[config.mk]
export PLATFORM = sky130hd
export DESIGN_NAME = pipe_credit_buffer_flat
export DESIGN_NICKNAME = d
export VERILOG_FILES = /design/src/rtl/pipe_credit_buffer_if.sv /design/src/rtl/pipe_credit_buffer.sv /design/src/flat_wrapper.sv
export SDC_FILE = /design/constraint.sdc
export NUM_CORES = 1
export LEC_CHECK = 0
export BUFFER_PORTS_ARGS = -buffer_cell sky130_fd_sc_hd__buf_4
export CAP_MARGIN = 20
export CELL_PAD_IN_SITES_DETAIL_PLACEMENT = 0
export CELL_PAD_IN_SITES_GLOBAL_PLACEMENT = 1
export CORE_MARGIN = 2
export CORE_UTILIZATION = 50
export CTS_CLUSTER_DIAMETER = 120
export CTS_CLUSTER_SIZE = 14
export DETAILED_ROUTE_END_ITERATION = 8
export PLACE_DENSITY = 0.83
export RECOVER_POWER = 100
export SLEW_MARGIN = 20
export SYNTH_ARGS = -nofsm -noshare
export SYNTH_HDL_FRONTEND = slang
export SYNTH_SLANG_ARGS = --single-unit
[constraint.sdc]
create_clock -name clk -period 3.26 [get_ports clk]
set_input_delay 0.652 -clock clk [delete_from_list [all_inputs] [get_ports clk]]
set_output_delay 0.652 -clock clk [all_outputs]
set_load 0.05 [all_outputs]
[src/rtl/pipe_credit_buffer_if.sv]
// Handshake bundle between the pipeliner producer/consumer side and the
// credit buffer: credit issue, pipeliner output, consumer ready/valid, status.
interface pipe_credit_buffer_if #(
  parameter int WIDTH = 8,
  parameter int DEPTH = 8
);
  localparam int CW = $clog2(DEPTH + 1);

  logic             issue;
  logic             can_issue;
  logic [CW-1:0]    credits;
  logic             in_valid;
  logic [WIDTH-1:0] in_data;
  logic             out_valid;
  logic [WIDTH-1:0] out_data;
  logic             out_ready;
  logic [CW-1:0]    occupancy;
  logic             err_overflow;
  logic             err_credit;

  modport master (
    output issue, in_valid, in_data, out_ready,
    input  can_issue, credits, out_valid, out_data, occupancy, err_overflow, err_credit
  );

  modport slave (
    input  issue, in_valid, in_data, out_ready,
    output can_issue, credits, out_valid, out_data, occupancy, err_overflow, err_credit
  );
endinterface

[src/rtl/pipe_credit_buffer.sv]
// Elastic receive buffer behind a non-stallable pipeliner; hands credits to
// the producer so in-flight plus stored items never exceed DEPTH.
module pipe_credit_buffer #(
  parameter int WIDTH = 8,
  parameter int DEPTH = 8
) (
  input logic                clk,
  input logic                reset,
  pipe_credit_buffer_if.slave bus
);
  localparam int CW = $clog2(DEPTH + 1);
  localparam int AW = $clog2(DEPTH);

  logic [WIDTH-1:0] mem_r [DEPTH];
  logic [AW-1:0]    wr_ptr_r;
  logic [AW-1:0]    rd_ptr_r;
  logic [CW-1:0]    occ_r;
  logic [CW-1:0]    credits_r;
  logic             err_overflow_r;
  logic             err_credit_r;

  logic             push_s;
  logic             pop_s;
  logic             take_s;
  logic [CW-1:0]    occ_nxt_s;
  logic [CW-1:0]    credits_nxt_s;

  // Handshake qualifiers; a pop frees a slot for a push in the same cycle.
  always_comb begin
    pop_s  = (occ_r != {CW{1'b0}}) && bus.out_ready;
    push_s = bus.in_valid && ((occ_r < CW'(DEPTH)) || pop_s);
    take_s = bus.issue && (credits_r != {CW{1'b0}});
  end

  // Occupancy next-state.
  always_comb begin
    occ_nxt_s = occ_r;
    case ({push_s, pop_s})
      2'b10:   occ_nxt_s = occ_r + CW'(1);
      2'b01:   occ_nxt_s = occ_r - CW'(1);
      default: occ_nxt_s = occ_r;
    endcase
  end

  // Credit next-state; returning a credit saturates at DEPTH.
  always_comb begin
    credits_nxt_s = credits_r;
    case ({take_s, pop_s})
      2'b10: credits_nxt_s = credits_r - CW'(1);
      2'b01: begin
        if (credits_r != CW'(DEPTH)) begin
          credits_nxt_s = credits_r + CW'(1);
        end else begin
          credits_nxt_s = credits_r;
        end
      end
      default: credits_nxt_s = credits_r;
    endcase
  end

  // Storage write port; contents are intentionally not reset.
  always_ff @(posedge clk) begin
    if (push_s) begin
      mem_r[wr_ptr_r] <= bus.in_data;
    end
  end

  // Pointers, counters and sticky error flags.
  always_ff @(posedge clk or posedge reset) begin
    if (reset) begin
      wr_ptr_r       <= {AW{1'b0}};
      rd_ptr_r       <= {AW{1'b0}};
      occ_r          <= {CW{1'b0}};
      credits_r      <= CW'(DEPTH);
      err_overflow_r <= 1'b0;
      err_credit_r   <= 1'b0;
    end else begin
      if (push_s) begin
        wr_ptr_r <= wr_ptr_r + AW'(1);
      end
      if (pop_s) begin
        rd_ptr_r <= rd_ptr_r + AW'(1);
      end
      occ_r     <= occ_nxt_s;
      credits_r <= credits_nxt_s;
      if (bus.in_valid && !push_s) begin
        err_overflow_r <= 1'b1;
      end
      if (bus.issue && !take_s) begin
        err_credit_r <= 1'b1;
      end
    end
  end

  // Outputs are decoded straight from registered state only.
  always_comb begin
    bus.out_valid    = (occ_r != {CW{1'b0}});
    bus.out_data     = mem_r[rd_ptr_r];
    bus.can_issue    = (credits_r != {CW{1'b0}});
    bus.credits      = credits_r;
    bus.occupancy    = occ_r;
    bus.err_overflow = err_overflow_r;
    bus.err_credit   = err_credit_r;
  end
endmodule
[src/flat_wrapper.sv]
// flat-port wrapper written by rule: the top's interface ports become plain ports
module pipe_credit_buffer_flat 
#(
  parameter int WIDTH = 8,
  parameter int DEPTH = 8
)
  (clk, reset, bus_issue, bus_in_valid, bus_in_data, bus_out_ready, bus_can_issue, bus_credits, bus_out_valid, bus_out_data, bus_occupancy, bus_err_overflow, bus_err_credit);
  pipe_credit_buffer_if #(.WIDTH(WIDTH), .DEPTH(DEPTH)) bus_i ();
  input logic clk;
  input logic reset;
  input wire logic [$bits(bus_i.issue)-1:0] bus_issue;
  input wire logic [$bits(bus_i.in_valid)-1:0] bus_in_valid;
  input wire logic [$bits(bus_i.in_data)-1:0] bus_in_data;
  input wire logic [$bits(bus_i.out_ready)-1:0] bus_out_ready;
  output wire logic [$bits(bus_i.can_issue)-1:0] bus_can_issue;
  output wire logic [$bits(bus_i.credits)-1:0] bus_credits;
  output wire logic [$bits(bus_i.out_valid)-1:0] bus_out_valid;
  output wire logic [$bits(bus_i.out_data)-1:0] bus_out_data;
  output wire logic [$bits(bus_i.occupancy)-1:0] bus_occupancy;
  output wire logic [$bits(bus_i.err_overflow)-1:0] bus_err_overflow;
  output wire logic [$bits(bus_i.err_credit)-1:0] bus_err_credit;
  assign bus_i.issue = bus_issue;
  assign bus_i.in_valid = bus_in_valid;
  assign bus_i.in_data = bus_in_data;
  assign bus_i.out_ready = bus_out_ready;
  assign bus_can_issue = bus_i.can_issue;
  assign bus_credits = bus_i.credits;
  assign bus_out_valid = bus_i.out_valid;
  assign bus_out_data = bus_i.out_data;
  assign bus_occupancy = bus_i.occupancy;
  assign bus_err_overflow = bus_i.err_overflow;
  assign bus_err_credit = bus_i.err_credit;
  pipe_credit_buffer #(.WIDTH(WIDTH), .DEPTH(DEPTH)) u_core (.clk(clk), .reset(reset), .bus(bus_i));
endmodule
**After elaboration in Yosys (flattened, before gate mapping)**

Memory sizes are Yosys's and may differ from the RTL's.
Cells that the tools add are included.

- Flip-flop bits (word level): 16
- RAM bits: 64
- Word-level logic and storage cells: 38
- Memories: 1

Memories:

| name | depth | bits a word | rd ports | clocked after Yosys merged registers in | wr ports | RTL line | RTL |
|---|---|---|---|---|---|---|---|
| u_core.mem_r | 8 | 8 | 1 | 0 | 1 | pipe_credit_buffer.sv:14 | `logic [WIDTH-1:0] mem_r [DEPTH];` |

- $add $sub $neg: 6
- Magnitude comparators: 1
- Equality and inequality tests: 6
- Mux-type cells: 5
- Reductions and logical operators: 13

Operators by type and width:

| kind | count |
|---|---|
| 4-bit one-hot mux with 2 select lines | 2 |
| 4-bit by 1-bit adder with 4-bit output, second input constant | 2 |
| 4-bit nonzero test | 2 |
| 4-bit by 1-bit subtractor with 4-bit output, second input constant | 2 |
| 3-bit by 1-bit adder with 3-bit output, second input constant | 2 |
| 1-bit logical AND | 5 |
| 2-bit by 1-bit == test with 1-bit output, second input constant | 2 |
| 2-bit == test, second input constant | 2 |
| 4-bit < comparator, second input constant | 1 |
| 4-bit two-way mux | 1 |
| 4-bit inequality test, second input constant | 1 |
| 2-bit nonzero test | 2 |
| 1-bit logical NOT | 2 |
| 1-bit two-way mux | 2 |
| 2-bit by 1-bit inequality test with 1-bit output, second input constant | 1 |
| 2-bit AND reduction | 1 |
| 1-bit logical OR | 1 |

**Logic depth before layout (Yosys ltp)**

Gate-level depths: netlist of the first run.

- Depth after elaboration: 6
- Depth in mapped cells: 10

**Worst setup path after synthesis of the first run**

Ideal clock, no wire load.

- Path kind: register to register
- Start: register u_core.credits_r[1] (netlist: u_core.bus.credits[1])
- End: register u_core.credits_r[3] (netlist: u_core.bus.credits[3])
- Setup time: 0.081 ns
- Data arrival time: 2.775 ns
- Data required time: 3.179 ns
- Setup slack: 0.404 ns
- Stages on the path, launching flop included: 10
- Buffers on the path: 1
- Period minus slack after synthesis: 2.856 ns
- Cell sequence: dfrtp_1 > or4_1 > clkbuf_1 > nand2_1 > nand2_1 > ha_1 > a21oi_1 > and3b_1 > a31oi_1 > o211ai_1

- Longest elaborated chain between the ends: 5

Ends and longest elaborated chain:

| what | RTL line | RTL |
|---|---|---|
| start, declared | pipe_credit_buffer.sv:18 | `logic [CW-1:0] credits_r;` |
| start signal, assigned | pipe_credit_buffer.sv:74 | `credits_r <= CW'(DEPTH);` |
| start signal, assigned | pipe_credit_buffer.sv:85 | `credits_r <= credits_nxt_s;` |
| 4-bit nonzero test (*) | -- |  |
| net bus_can_issue | flat_wrapper.sv:15 | `output wire logic [$bits(bus_i.can_issue)-1:0] bus_can_issue;` |
| 1-bit logical AND (*) | pipe_credit_buffer.sv:32 | `take_s = bus.issue && (credits_r != {CW{1'b0}});` |
| 2-bit by 1-bit == test with 1-bit output or 2-bit == test (tied branches) | pipe_credit_buffer.sv:48 | `case ({take_s, pop_s})` |
| 2-bit by 1-bit inequality test with 1-bit output (no source line) or 2-bit nonzero test (tied branches) | -- |  |
| 2-bit AND reduction (no source line) | -- |  |

The timed path passes the listed nets; every way through them passes the cells marked *. The select of a mux whose other input is x is not followed.
A chain may end at the register's enable or synchronous reset.

**Final worst setup path of the first run**

- Start: register u_core.rd_ptr_r[0]
- End: output bus_out_data[5]

- Longest elaborated chain between the ends: 1

Ends and longest elaborated chain:

| what | RTL line | RTL |
|---|---|---|
| start, declared | pipe_credit_buffer.sv:16 | `logic [AW-1:0] rd_ptr_r;` |
| start signal, assigned | pipe_credit_buffer.sv:72 | `rd_ptr_r <= {AW{1'b0}};` |
| start signal, assigned | pipe_credit_buffer.sv:82 | `rd_ptr_r <= rd_ptr_r + AW'(1);` |
| memory read 8 x 8 bit | -- |  |
| end, declared | flat_wrapper.sv:18 | `output wire logic [$bits(bus_i.out_data)-1:0] bus_out_data;` |

No other way between the ends.

==> out/results.ini, run 1 <==
[sta]
min_period_over_period_pct=86.0
setup_violations=0
final_hold_viol_count=0
worst_pin_slew_ns=0.822
rsz0062_at_grt=false
timing.slew.headroom_pct=45.0
fmax_ghz=0.357
period_minus_slack_ns=2.80
fin_tns_setup_ns=0
skew_ns=0.00797
whs_ns=0.390
slew_violations=0
postLayoutSetupSlackWorst_ns=0.455

[critical_path]
crit_start=u_core.rd_ptr_r[0]
critPathRequiredTime_ns=2.61
crit_chain=buf_4, mux4_2, mux2_2, clkbuf_1
reg2reg_slack_ns=0.50
critPathMaxStageDelay_ns=0.57
worst-path-max-fanout=18
r2r-end=u_core.bus.occupancy[2]
start_kind=flop
r2r-start=u_core.bus.occupancy[0]
ff2ff_path_depth=10
cp.arrival_ns=2.15
critical_path_class=flop to primary output
endpoint_kind=primary output
crit_path_top_delay_cell=mux4_2

[placed_design]
place_hpwl_um=3950
gp_congestion=0.795
dpl_worst_slack_ns=0.789
io_buffers=32

[global_route]
antenna_found_initial=0
grt_pass1_wl_um=9650
grtUsageTotal_pct=18.1
gr-total-overflow=0
first_global_vias=1824
grt_max_degree=19

[synthesis]
yosys_warnings=0
ys_types=42
syn_area_um2=3390
synth_most_common_cell=edfxtp_1
synth_nets=213
syn-mean-instance-area_um2=17.7
ys_ff_latch=80
ys_async_sr_fraction_pct=20.0
synth_top_cells_by_count=edfxtp_1, mux4_2, dfrtp_1
synthTopCellsByArea=edfxtp_1, dfrtp_1, mux4_2, mux2_2, ha_1
yosysTopAreaCellShare_pct=56.6
synthCells=192
synth_top_area_cell=edfxtp_1
ys.flop_type=edfxtp_1
synth-edff-count=64
ys_seq_area_share_pct=68.5

[detailed_routing]
drtIter0Drc=154
ant_nets=0
vias_per_cell=5.59
route.vias.total=1807
first_pass_iters=4
drc=0
wl_per_cell_um=18.6
wl_um=6020

[clocking]
cts.htree.levels=3
cts_made_buffers=9
insertion_delay_ns=0.35
ctsResizeCount=0
clk_path_buf_depth=2
root_buffer=clkbuf_8
ctsHoldBuffers=0
cts_setup_buffers=0
tritoncts=built
clkSinkCount=80
path_clk_slew_ns=0.08

[cells_and_area]
n_fill_cell=544
regArea_um2=2320
finalNetCount=259
antennaDiodeCount=0
syn_to_final_growth_pct=14.3
multi_input_comb_area_um2=1010
drive_gt1_share_pct=21.8
final_util_pct=58.0

[die]
die_height_um=86.4
coreArea_um2=6680
initial_core_util_pct=50.8
rows=30
die_x_um=86.4
pin_count=33
die_area_um2=7460

[power_and_ir_drop]
power_density_nw_per_um2=1030
peakVddDrop_mv=0.520
p_leak_nw=1.32

[job]
maxCapViolations=0

[worst_hold_path]
hold_class=primary input to asynchronous set/reset pin

[status]
status=complete, no violations

-- per-stage QoR --
step | instance area, um2 | cells | power (mW)
floorplan | 3390 | 192 | 2.84
global placement | 3770 | 307 | 3.27
detailed placement | 3770 | 307 | 3.31
CTS | 4010 | 323 | 4.18
global route | 3880 | 323 | 4.21
finish | 3880 | 323 | 3.99
-- registers in the layout (all words and copies together) (netlist names) --
| register | count |
|---|---|
| u_core.bus.err_credit | 1 |
| u_core.bus.occupancy | 4 |
| u_core.bus.err_overflow | 1 |
| u_core.bus.credits | 4 |
| u_core.mem_r | 64 |
| u_core.wr_ptr_r | 3 |
| u_core.rd_ptr_r | 3 |
-- per-layer routing --
| layer | routed length [um] | vias up | GRT usage [%] | part of all wire [%] |
|---|---|---|---|---|
| met5 | 0 | - | 0 | 0 |
| met4 | 82 | 0 | 7.10 | 1.4 |
| met1 | 2660 | 914 | 24.3 | 44 |
| met2 | 2900 | 44 | 28.2 | 48 |
| li1 | - | 844 | - | - |
| met3 | 374 | 5 | 5.14 | 6.2 |
-- cells in the final DEF (no fill, tap or decap), types with 3 or more instances in the layout --
master	count
mux2_2	10
nand3_1	3
inv_1	3
nor2_1	6
xnor2_1	7
clkbuf_8	9
nand2_1	9
a21oi_1	5
clkbuf_1	36
dfrtp_1	15
nor3_1	5
xor2_1	4
nand2b_1	3
buf_4	6
edfxtp_1	64
o21ai_0	6
bufinv_16	3
mux4_2	16
ha_1	7
-- report_power, final --
part / leakage (nW) / switching (mW) / total [mW] / internal (mW)
Clock: 0.117 / 0.354 / 0.868 / 0.514
Sequential: 0.763 / 0.209 / 1.53 / 1.32
Combinational: 0.443 / 1.02 / 1.60 / 0.573
Total: 1.32 / 1.59 / 3.99 / 2.40
-- worst max path at each step --
stage	to	cells past startpoint
after detailed placement	u_core.bus.occupancy[2]	10
after CTS	bus_out_data[5]	4
after global routing	u_core.bus.credits[3]	9
after global placement	u_core.bus.occupancy[2]	10
after floorplan	u_core.bus.credits[3]	9
final	bus_out_data[5]	4
-- kinds of logic after synthesis --
logic type	share of synthesized area [%]
and+or+nand+nor	5.83
DFF	68.5
adders and majority gates	3.17
buffers and inverters	1.59
AOI/OAI and AO/OA	3.87
xor gates and xnor gates	2.84
muxes	14.2
-- critical path, delay by kind of cell, from the launching register on --
kind     cells  cell delay [ns]
flops        1             0.33
mux          2             0.86
buf+inv      2             0.63
-- cell type report --
type / count / share of cell area [%]
Clock buffer: 10 / 3.29
Clock inverter: 6 / 2.97
Inverter: 4 / 0.387
Multi-Input combinational cell: 101 / 26.1
Sequential cell: 80 / 59.9
Tap cell: 80 / 2.58
Timing Repair Buffer: 42 / 4.74
(Power assumes the default switching activity.)
==> run 2, diff against run 1 <==
BUFFER_PORTS_ARGS = -buffer_cell sky130_fd_sc_hd__buf_2   (was -buffer_cell sky130_fd_sc_hd__buf_4)
GPL_TIMING_DRIVEN = 0   (was default)
MAX_ROUTING_LAYER = met4   (was default)
==> run 2 against run 1 <==
Net effect:
- setup slack lost 0.26 ns
- utilization shrank 0.51 points
- sequential share of layout area grew 0.53 points
- largest cell class unchanged
==> out/results.ini, run 2 (synthesized netlist as in run 1, its figures left out) <==
[sta]
timing.slew.headroom_pct=4.98
fmax_ghz=0.326
rsz0062_at_grt=false
worst_pin_slew_ns=1.41
period_minus_slack_ns=3.07
setup_violations=0
skew_ns=0.00724
whs_ns=0.372
fin_tns_setup_ns=0
postLayoutSetupSlackWorst_ns=0.192
final_hold_viol_count=0
min_period_over_period_pct=94.1
slew_violations=0

[cells_and_area]
final_util_pct=57.5
n_fill_cell=530
syn_to_final_growth_pct=13.3
layout_commonest_cell=edfxtp_1
finalNetCount=258
top_register=u_core.mem_r
drive_gt1_share_pct=24.9
final_cell_mix=edfxtp_1, clkbuf_1, mux4_2
antennaDiodeCount=0
multi_input_comb_area_um2=1010
regArea_um2=2320
largest_register_ffs=64

[global_route]
antenna_found_initial=0
grt_max_degree=17
grtUsageTotal_pct=17.0
gr-total-overflow=0
first_global_vias=1700
grt_pass1_wl_um=8720

[die]
rows=30
coreArea_um2=6680
die_area_um2=7460
die_x_um=86.4
pin_count=33
initial_core_util_pct=50.8
die_height_um=86.4

[critical_path]
critPathMaxStageDelay_ns=0.56
start_kind=flop
worst-path-max-fanout=10
crit_chain=buf_4, clkbuf_2, mux4_2, mux2_2, clkbuf_2
crit_path_top_delay_cell=mux4_2
cp.arrival_ns=2.42
endpoint_kind=primary output
critical_path_class=flop to primary output
path_common_cell=clkbuf_2
critPathRequiredTime_ns=2.61

[power_and_ir_drop]
power_mw=3.91
power_frac_clock_pct=19.6
switching_share_pct=40.1
seq_power_share_pct=37.6
peakVddDrop_mv=0.487
p_leak_nw=1.34
comb_power_share_pct=42.8
power_density_nw_per_um2=1020
p_int_mw=2.34
p_switching_mw=1.57

[detailed_routing]
wl_um=5740
vias_per_cell=5.60
drtIter0Drc=104
wl_per_cell_um=17.9
drc=0
route.vias.total=1799
first_pass_iters=4
ant_nets=0

[placed_design]
place_hpwl_um=3740
gp_congestion=0.752
io_buffers=32
dpl_worst_slack_ns=0.295

[status]
status=complete, no violations

[clocking]
insertion_delay_ns=0.35
cts_made_buffers=9
tritoncts=built
path_clk_slew_ns=0.08
cts.htree.levels=3
clk_path_buf_depth=2
clkSinkCount=80
root_buffer=clkbuf_8
ctsHoldBuffers=0

[job]
maxCapViolations=0

[worst_hold_path]
hold_class=primary input to asynchronous set/reset pin

[run 2: cell types whose count changed in the layout (fill, tap and decap cells not counted), sizes merged]
cell and change:
buf +4, bufinv -1, clkbuf -5, clkinv +3
clkinvlp -1, inv -2
[run 2: timing repair]
| action | in CTS | in global routing |
|---|---|---|
| gates resized for setup | 1 | 0 |
| endpoints found under the setup margin | 8 | 0 |
| buffers inserted | 0 | 0 |
[run 2: area by class of cell]
| class | count | area share [%] |
|---|---|---|
| inverter | 4 | 0.391 |
| buffer | 7 | 1.04 |
| tap | 80 | 2.60 |
| multi-input combinational | 101 | 26.3 |
| clock inverter | 5 | 2.15 |
| clock buffer | 10 | 3.32 |
| sequential | 80 | 60.4 |
| timing repair buffer | 34 | 3.71 |
[run 2: critical path, delay by kind of cell (launching register included)]
family	cells	cell delay (ns)
multiplexers	2	0.84
buffers and inverters	3	0.86
flip-flops	1	0.36
[run 2: path summary, 6_finish.rpt]
kind,slack [ns],to,start,cells past startpoint
setup / recovery,0.19,bus_out_data[1],u_core.rd_ptr_r[0],5
hold / removal,0.37,u_core.bus.credits[2],reset,2
setup reg to reg,0.44,u_core.bus.occupancy[2],u_core.bus.occupancy[0],9
hold reg to reg,0.49,u_core.bus.err_overflow,u_core.bus.err_overflow,1
max in group asynchronous,2.47,u_core.rd_ptr_r[2],reset,2
min in group clk,0.49,u_core.bus.err_overflow,u_core.bus.err_overflow,1
[run 2: stage by stage]
step,cell area (um2),instances
after floorplan,3390,192
after global placement,3650,304
after detailed placement,3690,306
after CTS,3910,321
after global routing,3840,321
final,3840,321
[run 2: routing by layer]
| metal | vias to the layer above | track usage, % | routed length [um] |
|---|---|---|---|
| li1 | 837 | - | - |
| met1 | 919 | 22.4 | 2660 |
| met2 | 35 | 24.5 | 2720 |
| met3 | 8 | 5.52 | 267 |
| met4 | 0 | 7.67 | 91 |
| met5 | - | - | 0 |
[run 2: power by group through the flow]
stage | clock (mW) | sequential, mW | combinational, mW
2_1_floorplan | 0 | 1.65 | 1.19
3_3_place_gp | 0 | 1.48 | 1.70
3_5_place_dp | 0 | 1.50 | 1.73
4_1_cts | 0.782 | 1.47 | 1.74
5_1_grt | 0.818 | 1.49 | 1.80
6_report | 0.767 | 1.47 | 1.67
